--- src/rtl/uart_tx_fifo.sv ---
// UART transmitter fed by a small FIFO; frame is start, DATA_BITS LSB-first, optional parity, STOP_BITS stops.
// Build option: UART_TX_FAST_SIM_EN forces one clock per bit.
module uart_tx_fifo #(
  parameter int CLK_FREQ   = 25000000,
  parameter int BAUD       = 115200,
  parameter int DATA_BITS  = 8,
  parameter int PARITY     = 0,
  parameter int STOP_BITS  = 2,
  parameter int FIFO_DEPTH = 8
) (
  input  logic                          clk,
  input  logic                          rst,
  input  logic [DATA_BITS-1:0]          wr_data,
  input  logic                          wr_valid,
  output logic                          wr_ready,
  output logic                          txd,
  output logic                          busy,
  output logic [$clog2(FIFO_DEPTH):0]   fifo_count
);

`ifdef UART_TX_FAST_SIM_EN
  localparam int DIV = 1;
`else
  localparam int DIV = (CLK_FREQ + BAUD / 2) / BAUD;
`endif
  localparam int AW = $clog2(FIFO_DEPTH);
  localparam int CW = (DIV > 1) ? $clog2(DIV) : 1;
  localparam logic [CW-1:0] CNT_LAST = CW'(DIV - 1);
  localparam logic [2:0]    BIT_LAST = 3'(DATA_BITS - 1);
  localparam logic          STOP_LAST = 1'(STOP_BITS - 1);
  localparam bit            HAS_PAR = (PARITY == 1) || (PARITY == 2);
  localparam logic          PAR_INV = (PARITY == 2);

  typedef enum logic [2:0] {IDLE, START, DATA, PAR, STOP} state_t;

  // Handshake: a word transfers on any rising edge where wr_valid && wr_ready.
  logic [DATA_BITS-1:0] mem [FIFO_DEPTH];
  logic [AW-1:0]        wr_ptr, rd_ptr;
  logic                 push, pop, fifo_nonempty, baud_end, frame_end;
  logic [DATA_BITS-1:0] head;

  state_t               state;
  logic [CW-1:0]        baud_cnt;
  logic [2:0]           bit_idx;
  logic                 stop_idx;
  logic [DATA_BITS-1:0] shreg;
  logic                 par_bit;

  assign wr_ready      = fifo_count < (AW + 1)'(FIFO_DEPTH);
  assign fifo_nonempty = fifo_count != '0;
  assign push          = wr_valid && wr_ready;
  assign head          = mem[rd_ptr];
  assign baud_end      = baud_cnt == CNT_LAST;
  assign frame_end     = (state == STOP) && baud_end && (stop_idx == STOP_LAST);
  assign pop           = fifo_nonempty && ((state == IDLE) || frame_end);
  assign busy          = state != IDLE;

  always_ff @(posedge clk) begin
    if (push) mem[wr_ptr] <= wr_data;
  end

  always_ff @(posedge clk or posedge rst) begin
    if (rst) begin
      wr_ptr     <= '0;
      rd_ptr     <= '0;
      fifo_count <= '0;
    end else begin
      if (push) wr_ptr <= wr_ptr + 1'b1;
      if (pop)  rd_ptr <= rd_ptr + 1'b1;
      case ({push, pop})
        2'b10:   fifo_count <= fifo_count + 1'b1;
        2'b01:   fifo_count <= fifo_count - 1'b1;
        default: ;
      endcase
    end
  end

  // Every state/bit change happens on baud_end, so the counter always restarts at 0.
  always_ff @(posedge clk or posedge rst) begin
    if (rst) begin
      state    <= IDLE;
      baud_cnt <= '0;
      bit_idx  <= '0;
      stop_idx <= 1'b0;
      shreg    <= '0;
      par_bit  <= 1'b0;
      txd      <= 1'b1;
    end else begin
      baud_cnt <= baud_end ? '0 : baud_cnt + 1'b1;
      case (state)
        IDLE: begin
          baud_cnt <= '0;
          txd      <= 1'b1;
          if (pop) begin
            state   <= START;
            shreg   <= head;
            par_bit <= (^head) ^ PAR_INV;
            txd     <= 1'b0;
          end
        end
        START: if (baud_end) begin
          state   <= DATA;
          bit_idx <= '0;
          txd     <= shreg[0];
        end
        DATA: if (baud_end) begin
          if (bit_idx == BIT_LAST) begin
            stop_idx <= 1'b0;
            if (HAS_PAR) begin
              state <= PAR;
              txd   <= par_bit;
            end else begin
              state <= STOP;
              txd   <= 1'b1;
            end
          end else begin
            bit_idx <= bit_idx + 1'b1;
            shreg   <= shreg >> 1;
            txd     <= shreg[1];
          end
        end
        PAR: if (baud_end) begin
          state    <= STOP;
          stop_idx <= 1'b0;
          txd      <= 1'b1;
        end
        STOP: if (baud_end) begin
          if (stop_idx == STOP_LAST) begin
            if (pop) begin
              state   <= START;
              shreg   <= head;
              par_bit <= (^head) ^ PAR_INV;
              txd     <= 1'b0;
            end else begin
              state <= IDLE;
              txd   <= 1'b1;
            end
          end else begin
            stop_idx <= stop_idx + 1'b1;
          end
        end
        default: begin
          state <= IDLE;
          txd   <= 1'b1;
        end
      endcase
    end
  end

endmodule

--- config.mk ---
export PLATFORM = sky130hd
export DESIGN_NAME = uart_tx_fifo
export DESIGN_NICKNAME = d
export VERILOG_FILES = /design/src/rtl/uart_tx_fifo.sv
export SDC_FILE = /design/constraint.sdc
export NUM_CORES = 1
export LEC_CHECK = 0
export ABC_CLOCK_PERIOD_IN_PS = 4300
export CAP_MARGIN = 30
export CORE_MARGIN = 1
export CORE_UTILIZATION = 40
export CTS_CLUSTER_SIZE = 16
export DETAILED_ROUTE_END_ITERATION = 7
export GPL_ROUTABILITY_DRIVEN = 0
export SKIP_CTS_REPAIR_TIMING = 1
export SLEW_MARGIN = 20
export SYNTH_ARGS = -nofsm -noshare
export SYNTH_HDL_FRONTEND = slang
export SYNTH_SLANG_ARGS = --single-unit
--- constraint.sdc ---
create_clock -name clk -period 4.3 [get_ports clk]
set_input_delay 0.645 -clock clk [delete_from_list [all_inputs] [get_ports clk]]
set_output_delay 0.645 -clock clk [all_outputs]
set_load 0.05 [all_outputs]
After elaboration in Yosys (flattened, before gate mapping)
Memory sizes are Yosys's and may differ from the RTL's.
Index checks and enable logic that the tools add are counted.
{ "op_classes": {"n_addsub": 7, "n_reduce_logical": 17, "n_lt_le_gt_ge": 1, "n_eq_ne": 16, "n_mux": 38} }
{ "ops": {"columns": ["operator", "count"], "rows": [
  ["$mux W8", 7],
  ["$mux W3", 10],
  ["$pmux W8 S3", 1],
  ["$ne A2 B2 Y1 const B", 8],
  ["$mux W1", 15],
  ["$pmux W3 S5", 1],
  ["$reduce_and A5 Y1", 3],
  ["$add A3 B1 Y3 const B", 3],
  ["$reduce_bool A3 Y1", 3],
  ["$add A8 B1 Y8 const B", 1],
  ["$eq A8 B8 Y1 const B", 1],
  ["$pmux W4 S2", 1],
  ["$reduce_and A7 Y1", 1],
  ["$eq A3 B2 Y1 const B", 2],
  ["$eq A3 B3 Y1 const B", 2],
  ["$pmux W3 S2", 1],
  ["$pmux W1 S5", 1],
  ["$add A4 B1 Y4 const B", 1],
  ["$logic_and A1 B1 Y1", 4],
  ["$lt A4 B4 Y1 const B", 1],
  ["$reduce_and A4 Y1", 1],
  ["$reduce_bool A2 Y1", 2],
  ["$reduce_bool A4 Y1", 1],
  ["$sub A4 B1 Y4 const B", 1],
  ["7 further kinds", 7]
]} }
{ "word_totals": {"memories": 1, "word_cells": 89, "in_bits": 11, "out_inout_bits": 7, "ff_bits": 34, "ramBits": 64} }
{ "memory_table": {"columns": ["name", "depth", "word_bits", "read_ports", "rd_clocked_by_memory_dff", "write_ports", "line_no", "text"], "rows": [
  ["mem", 8, 8, 1, 0, 1, "37", "logic [DATA_BITS-1:0] mem [FIFO_DEPTH];"]
]} }

Longest topological paths before layout
{ "logic_depth": {"depth_word": 9, "mapped_depth": 13, "depth_no_buf": 12} }

Least setup slack after synthesis
Ideal clock, no wire load.
{ "synth_path": {"kind": "register to register", "start": "register fifo_count[3]", "end": "register fifo_count[2]", "stages_incl_launch_ff": 12, "setup_slack_ns": 1.473, "t_arrival_ns": 2.680, "cell_sequence": "dfrtp_1 > inv_1 > a21o_2 > a21oi_4 > ha_1 > clkbuf_1 > xor2_1 > ha_1 > a21oi_1 > xor2_1 > nor2_1 > xor2_1"} }
{ "synth_between": {"elab_chain_cells": 4} }
{ "synth_rtl": {"columns": ["element", "line_no", "text"], "rows": [
  ["start: declaration", "18", "output logic [$clog2(FIFO_DEPTH):0] fifo_count"],
  ["start signal: assignment", "71", "2'b10: fifo_count <= fifo_count + 1'b1;"],
  ["start signal: assignment", "72", "2'b01: fifo_count <= fifo_count - 1'b1;"],
  ["$lt A4 B4 Y1 *", "49", "assign wr_ready = fifo_count < (AW + 1)'(FIFO_DEPTH);"],
  ["named net wr_ready", "15", "output logic wr_ready,"],
  ["$logic_and A1 B1 Y1 *", "51", "assign push = wr_valid && wr_ready;"],
  ["$eq A2 B1 Y1 / $eq A2 B2 Y1 (equally long branches)", "70", "case ({push, pop})"],
  ["$pmux W4 S2 / $reduce_bool A2 Y1 (equally long branches)", null, null]
]} }
Mark *: on every way through the listed nets, which the timed path passes. The rest lies on a longest branch.
A chain may end at the register's enable or synchronous reset.

Worst setup path after layout
{ "layout_path": {"start": "register baud_cnt[0]", "end": "register fifo_count[2]"} }
{ "layout_between": {"elab_chain_cells": 7} }
{ "layout_rtl": {"columns": ["element", "line_no", "text"], "rows": [
  ["start: declaration", "43", "logic [CW-1:0] baud_cnt;"],
  ["start signal: assignment", "89", "baud_cnt <= baud_end ? '0 : baud_cnt + 1'b1;"],
  ["$eq A8 B8 Y1 *", "53", "assign baud_end = baud_cnt == CNT_LAST;"],
  ["$logic_and A1 B1 Y1 * (2 in series)", "54", "assign frame_end = (state == STOP) && baud_end && (stop_idx == STOP_LAST);"],
  ["$logic_or A1 B1 Y1 *", "55", "assign pop = fifo_nonempty && ((state == IDLE) || frame_end);"],
  ["$logic_and A1 B1 Y1 *", "55", null],
  ["named net pop", "39", "logic push, pop, fifo_nonempty, baud_end, frame_end;"],
  ["$eq A2 B1 Y1 / $eq A2 B2 Y1 (equally long branches)", "70", null],
  ["$pmux W4 S2 / $reduce_bool A2 Y1 (equally long branches)", null, null]
]} }
Marked as above.

==> impl.org <==
** Clocking
- Clock-pin slew was measured on the worst setup and hold paths at 0.09 ns.
- The root buffer cell chosen for the clock tree is sky130_fd_sc_hd__clkbuf_8.
- Clock tree from TritonCTS :: built
- Maximum buffer depth of the clock tree :: 2
- The H-tree generated during clock tree synthesis spans 3 levels.
- CTS buffer count :: 9
- TritonCTS sink count :: 98
- At the later pin of the worst-skew pair, clock insertion delay measures approximately 0.36 ns.

** Worst setup path
- Flop-to-flop setup slack :: approximately 1.5 ns
- Kind of end point of the critical path :: register
- The worst setup path is of the reg -> reg kind.
- The signal on the critical path passes through inv_1 -> ha_1 -> nand2_1 -> or4_4 -> a21oi_4 -> ha_1 -> xor2_1 -> ha_1 -> a21oi_1 -> xor2_1 -> nor2_1 -> xor2_1.
- The worst setup path is launched from a register.
- Arrival time worst endpoint :: ~3.0 ns
- Maximum net fanout on the critical path :: 9
- For this design, the slowest cell found on the critical path is sky130_fd_sc_hd__or4_4.
- STA puts the critical path data required time at 4.54 ns.
- In this design, the stage delay of the slowest critical-path cell is between 0.4 and 0.5 ns.
- Number of buffer and inverter instances along the worst setup path :: 1
- In this design, the largest share of critical-path delay is due to adder cells.

** Route
- In the routed layout, each cell is associated on average with a via count of around 5.
- Via count :: between 2000 and 2500
- Number of antenna-violating nets in the routed design :: 0
- After detailed routing, the total wire length is between 7000 and 8000 µm.
- The detailed router finished its first iteration with 74 violations.
- In the final routed layout, each cell accounts on average for ~16 µm.
- Before antenna repair, the detailed router went through 4 iterations.
- DRC violation count after routing :: 0

** GRT
- The via count of the first global-routing pass came to around 2200.
- Entering global routing, the biggest net connects 24 pins.
- Wire length of the first global-routing pass :: 11900 µm
- GR Util All Layers :: 14.3%
- For this run the aggregate overflow at the end of global routing stands at 0.
- Antenna violations before repair :: 0

** STA
- Static timing analysis puts the maximum clock frequency at between 0.3 and 0.4 GHz.
- Relative slew slack :: between 30% and 40%
- Unrepaired setup endpoints after global routing :: false
- Setup TNS :: 0 ns
- At the pin with the least slew margin, the transition time is between 0.9 and 1 ns.
- The number of pins exceeding their max-slew limit in the final report was 0.
- Final hold viol count :: 0
- Setup violations remaining at the end of the flow were counted as 0.
- Subtracting the final worst setup slack from the clock period gives roughly 2.8 ns.
- Final worst clock skew :: between 0.007 and 0.008 ns
- The worst path uses between 60% and 70% of the clock period.

** Synthesis
- Synthesis produced a netlist whose cell count is around 290.
- Flop and latch count out of synthesis :: just under 100
- After synthesis, the share of flip-flops with an asynchronous set or reset is a little over a third.
- Number of synthesized flops with an enable pin :: 64
- Part of the Yosys area used for sequential elements :: between 60% and 70%
- Yosys printed 0 warnings.
- Per-instance average area after synthesis :: between 10 and 15 µm²
- Synth cell types :: 47
- Synthesized netlist net count :: slightly above 300
- Most frequently used flop master after synthesis :: sky130_fd_sc_hd__edfxtp_1
- Cell area after technology mapping :: between 4000 and 5000 µm²

** Status
- The flow ran to the end, and the final reports show no timing, DRC or antenna violations.

** Hold path
- The worst hold path belongs to the class reg -> reg.

** Placed design
- Once placement finished, the instance area stood at 4570 µm².
- The wire-length estimate of the detail-placed layout is ~4900 µm.
- Number of cells after detailed placement :: 431
- In this run the tool buffered the top-level ports with 17 buffer cells.

** Floorplanning
- The floorplan has 37 rows.
- In this run the standard cell core region covers ~10000 µm².
- Starting Density :: roughly 41%
- Number of top-level pins :: 18
- The die is around 110 µm wide.
- Height of the die :: between 100 and 150 µm
- The die covers about 11000 µm².

** Finish
- The library cell used most frequently in the layout, excluding fill and tap cells, is sky130_fd_sc_hd__edfxtp_1.
- Commonest non-fill, non-tap cells in the layout :: sky130_fd_sc_hd__edfxtp_1, sky130_fd_sc_hd__dfrtp_1, sky130_fd_sc_hd__nor2_1
- The finished cells cover about 4800 µm².
- The number of antenna diodes in the final layout is 0.
- Total number of nets in the final design :: roughly 330
- Compared with the post-synthesis result, the final layout area differs by 12.1%.
- For this run, the share of the core covered by cells in the final layout is 46.4%.
- Count of non-filler cells in the finished layout :: 448
- Of the cells placed in the final design, the portion with a size suffix greater than 1 is 17.6%.
- Filler cell count in the final layout :: a little over 900

** Job
- Across the run, the number of max-cap violations was 0.

** Power and ir drop
- Power density normalized to cell area :: 446 nW/µm²
- In this run the static leakage power is between 1.5 and 2 nW.
- Maximum VDD drop :: about 0.00027 V
-- path summary, 6_finish.rpt --
path | from | to | cells past startpoint
max | baud_cnt[0] | fifo_count[2] | 12
max in group asynchronous | rst | txd | 4
min in group asynchronous | rst | shreg[4] | 2
min | shreg[1] | shreg[1] | 2
min reg2reg | shreg[1] | shreg[1] | 2
max reg2reg | baud_cnt[0] | fifo_count[2] | 12
-- sequential cells by signal, indices dropped and copies added (netlist names) --
register    flops
shreg           8
txd             1
baud_cnt        8
stop_idx        1
fifo_count      4
bit_idx         3
state           3
rd_ptr          3
wr_ptr          3
mem            64
-- power by group --
part | internal (mW) | total [mW] | switching [mW] | leakage, nW
registers | 1.11 | 1.17 | 0.0626 | 0.996
clock network | 0.277 | 0.608 | 0.331 | 0.0926
logic | 0.141 | 0.359 | 0.218 | 0.654
total | 1.53 | 2.14 | 0.611 | 1.74
-- worst min-delay path, cell delays in order (launching register included) --
cell	delay, ns
sky130_fd_sc_hd__dfrtp_1	0.36
sky130_fd_sc_hd__nand2_1	0.05
sky130_fd_sc_hd__o21ai_0	0.06
-- logic make-up (layout without fill, tap and decap cells) --
kind of cell	after synthesis	after routing	share of synthesized area, %
multiplexers	29	29	11.6
AO/OA/AOI/OAI	39	39	6.50
XOR/XNOR	15	15	3.08
adder cells (fa/ha/maj)	9	9	2.64
AND/OR/NAND/NOR	73	73	8.35
buffers and inverters	23	49	2.87
flip-flops	98	98	64.9
-- cell usage after synthesis, types with 2 or more instances --
cell,count,area share [%]
sky130_fd_sc_hd__edfxtp_1,64,45
sky130_fd_sc_hd__dfrtp_1,33,19
sky130_fd_sc_hd__nor2_1,23,2.0
sky130_fd_sc_hd__nand2_1,22,1.9
sky130_fd_sc_hd__mux4_2,16,8.4
sky130_fd_sc_hd__o21ai_0,15,1.8
sky130_fd_sc_hd__inv_1,10,0.88
sky130_fd_sc_hd__xor2_1,10,2.1
sky130_fd_sc_hd__ha_1,9,2.6
sky130_fd_sc_hd__mux2i_1,8,1.9
sky130_fd_sc_hd__nand2b_1,8,1.2
sky130_fd_sc_hd__nand3_1,6,0.70
sky130_fd_sc_hd__nor3_1,6,0.70
sky130_fd_sc_hd__clkbuf_1,5,0.44
sky130_fd_sc_hd__mux2_2,5,1.3
sky130_fd_sc_hd__xnor2_1,5,1.0
sky130_fd_sc_hd__a21oi_1,4,0.47
sky130_fd_sc_hd__buf_2,3,0.35
sky130_fd_sc_hd__a21o_2,2,0.41
sky130_fd_sc_hd__a22oi_1,2,0.35
sky130_fd_sc_hd__a32o_1,2,0.47
sky130_fd_sc_hd__clkbuf_8,2,0.64
sky130_fd_sc_hd__o221a_2,2,0.53
-- cell type report --
| class | count | area (µm²) | share of cell area (%) |
|---|---|---|---|
| multi-input cells | 165 | 1380 | 28.7 |
| clock inverters | 6 | 75.1 | 1.57 |
| inverters | 10 | 37.5 | 0.784 |
| flip-flops and latches | 98 | 2770 | 57.9 |
| well taps | 136 | 170 | 3.55 |
| clock buffers | 10 | 128 | 2.66 |
| repair buffers | 23 | 230 | 4.81 |
-- routing by layer --
metal  track usage (%)  wire length, µm  vias up  part of all wire [%]
met5                 0                0        -                     0
met4              4.23               85        0                   1.2
met3              3.34              199        9                   2.8
met2              22.4             3560       24                    49
met1              19.8             3360     1155                    47
li1                  -                -     1103                     -
-- stage by stage --
stage	hold slack [ns]	worst slack (ns)	power, mW
global placement	0.468	1.41	1.55
global route	0.520	1.28	2.24
floorplan	0.445	1.47	1.43
finish	0.490	1.52	2.14
CTS	0.500	1.50	2.16
detailed placement	0.475	1.36	1.56
(Power assumes the default switching activity.)
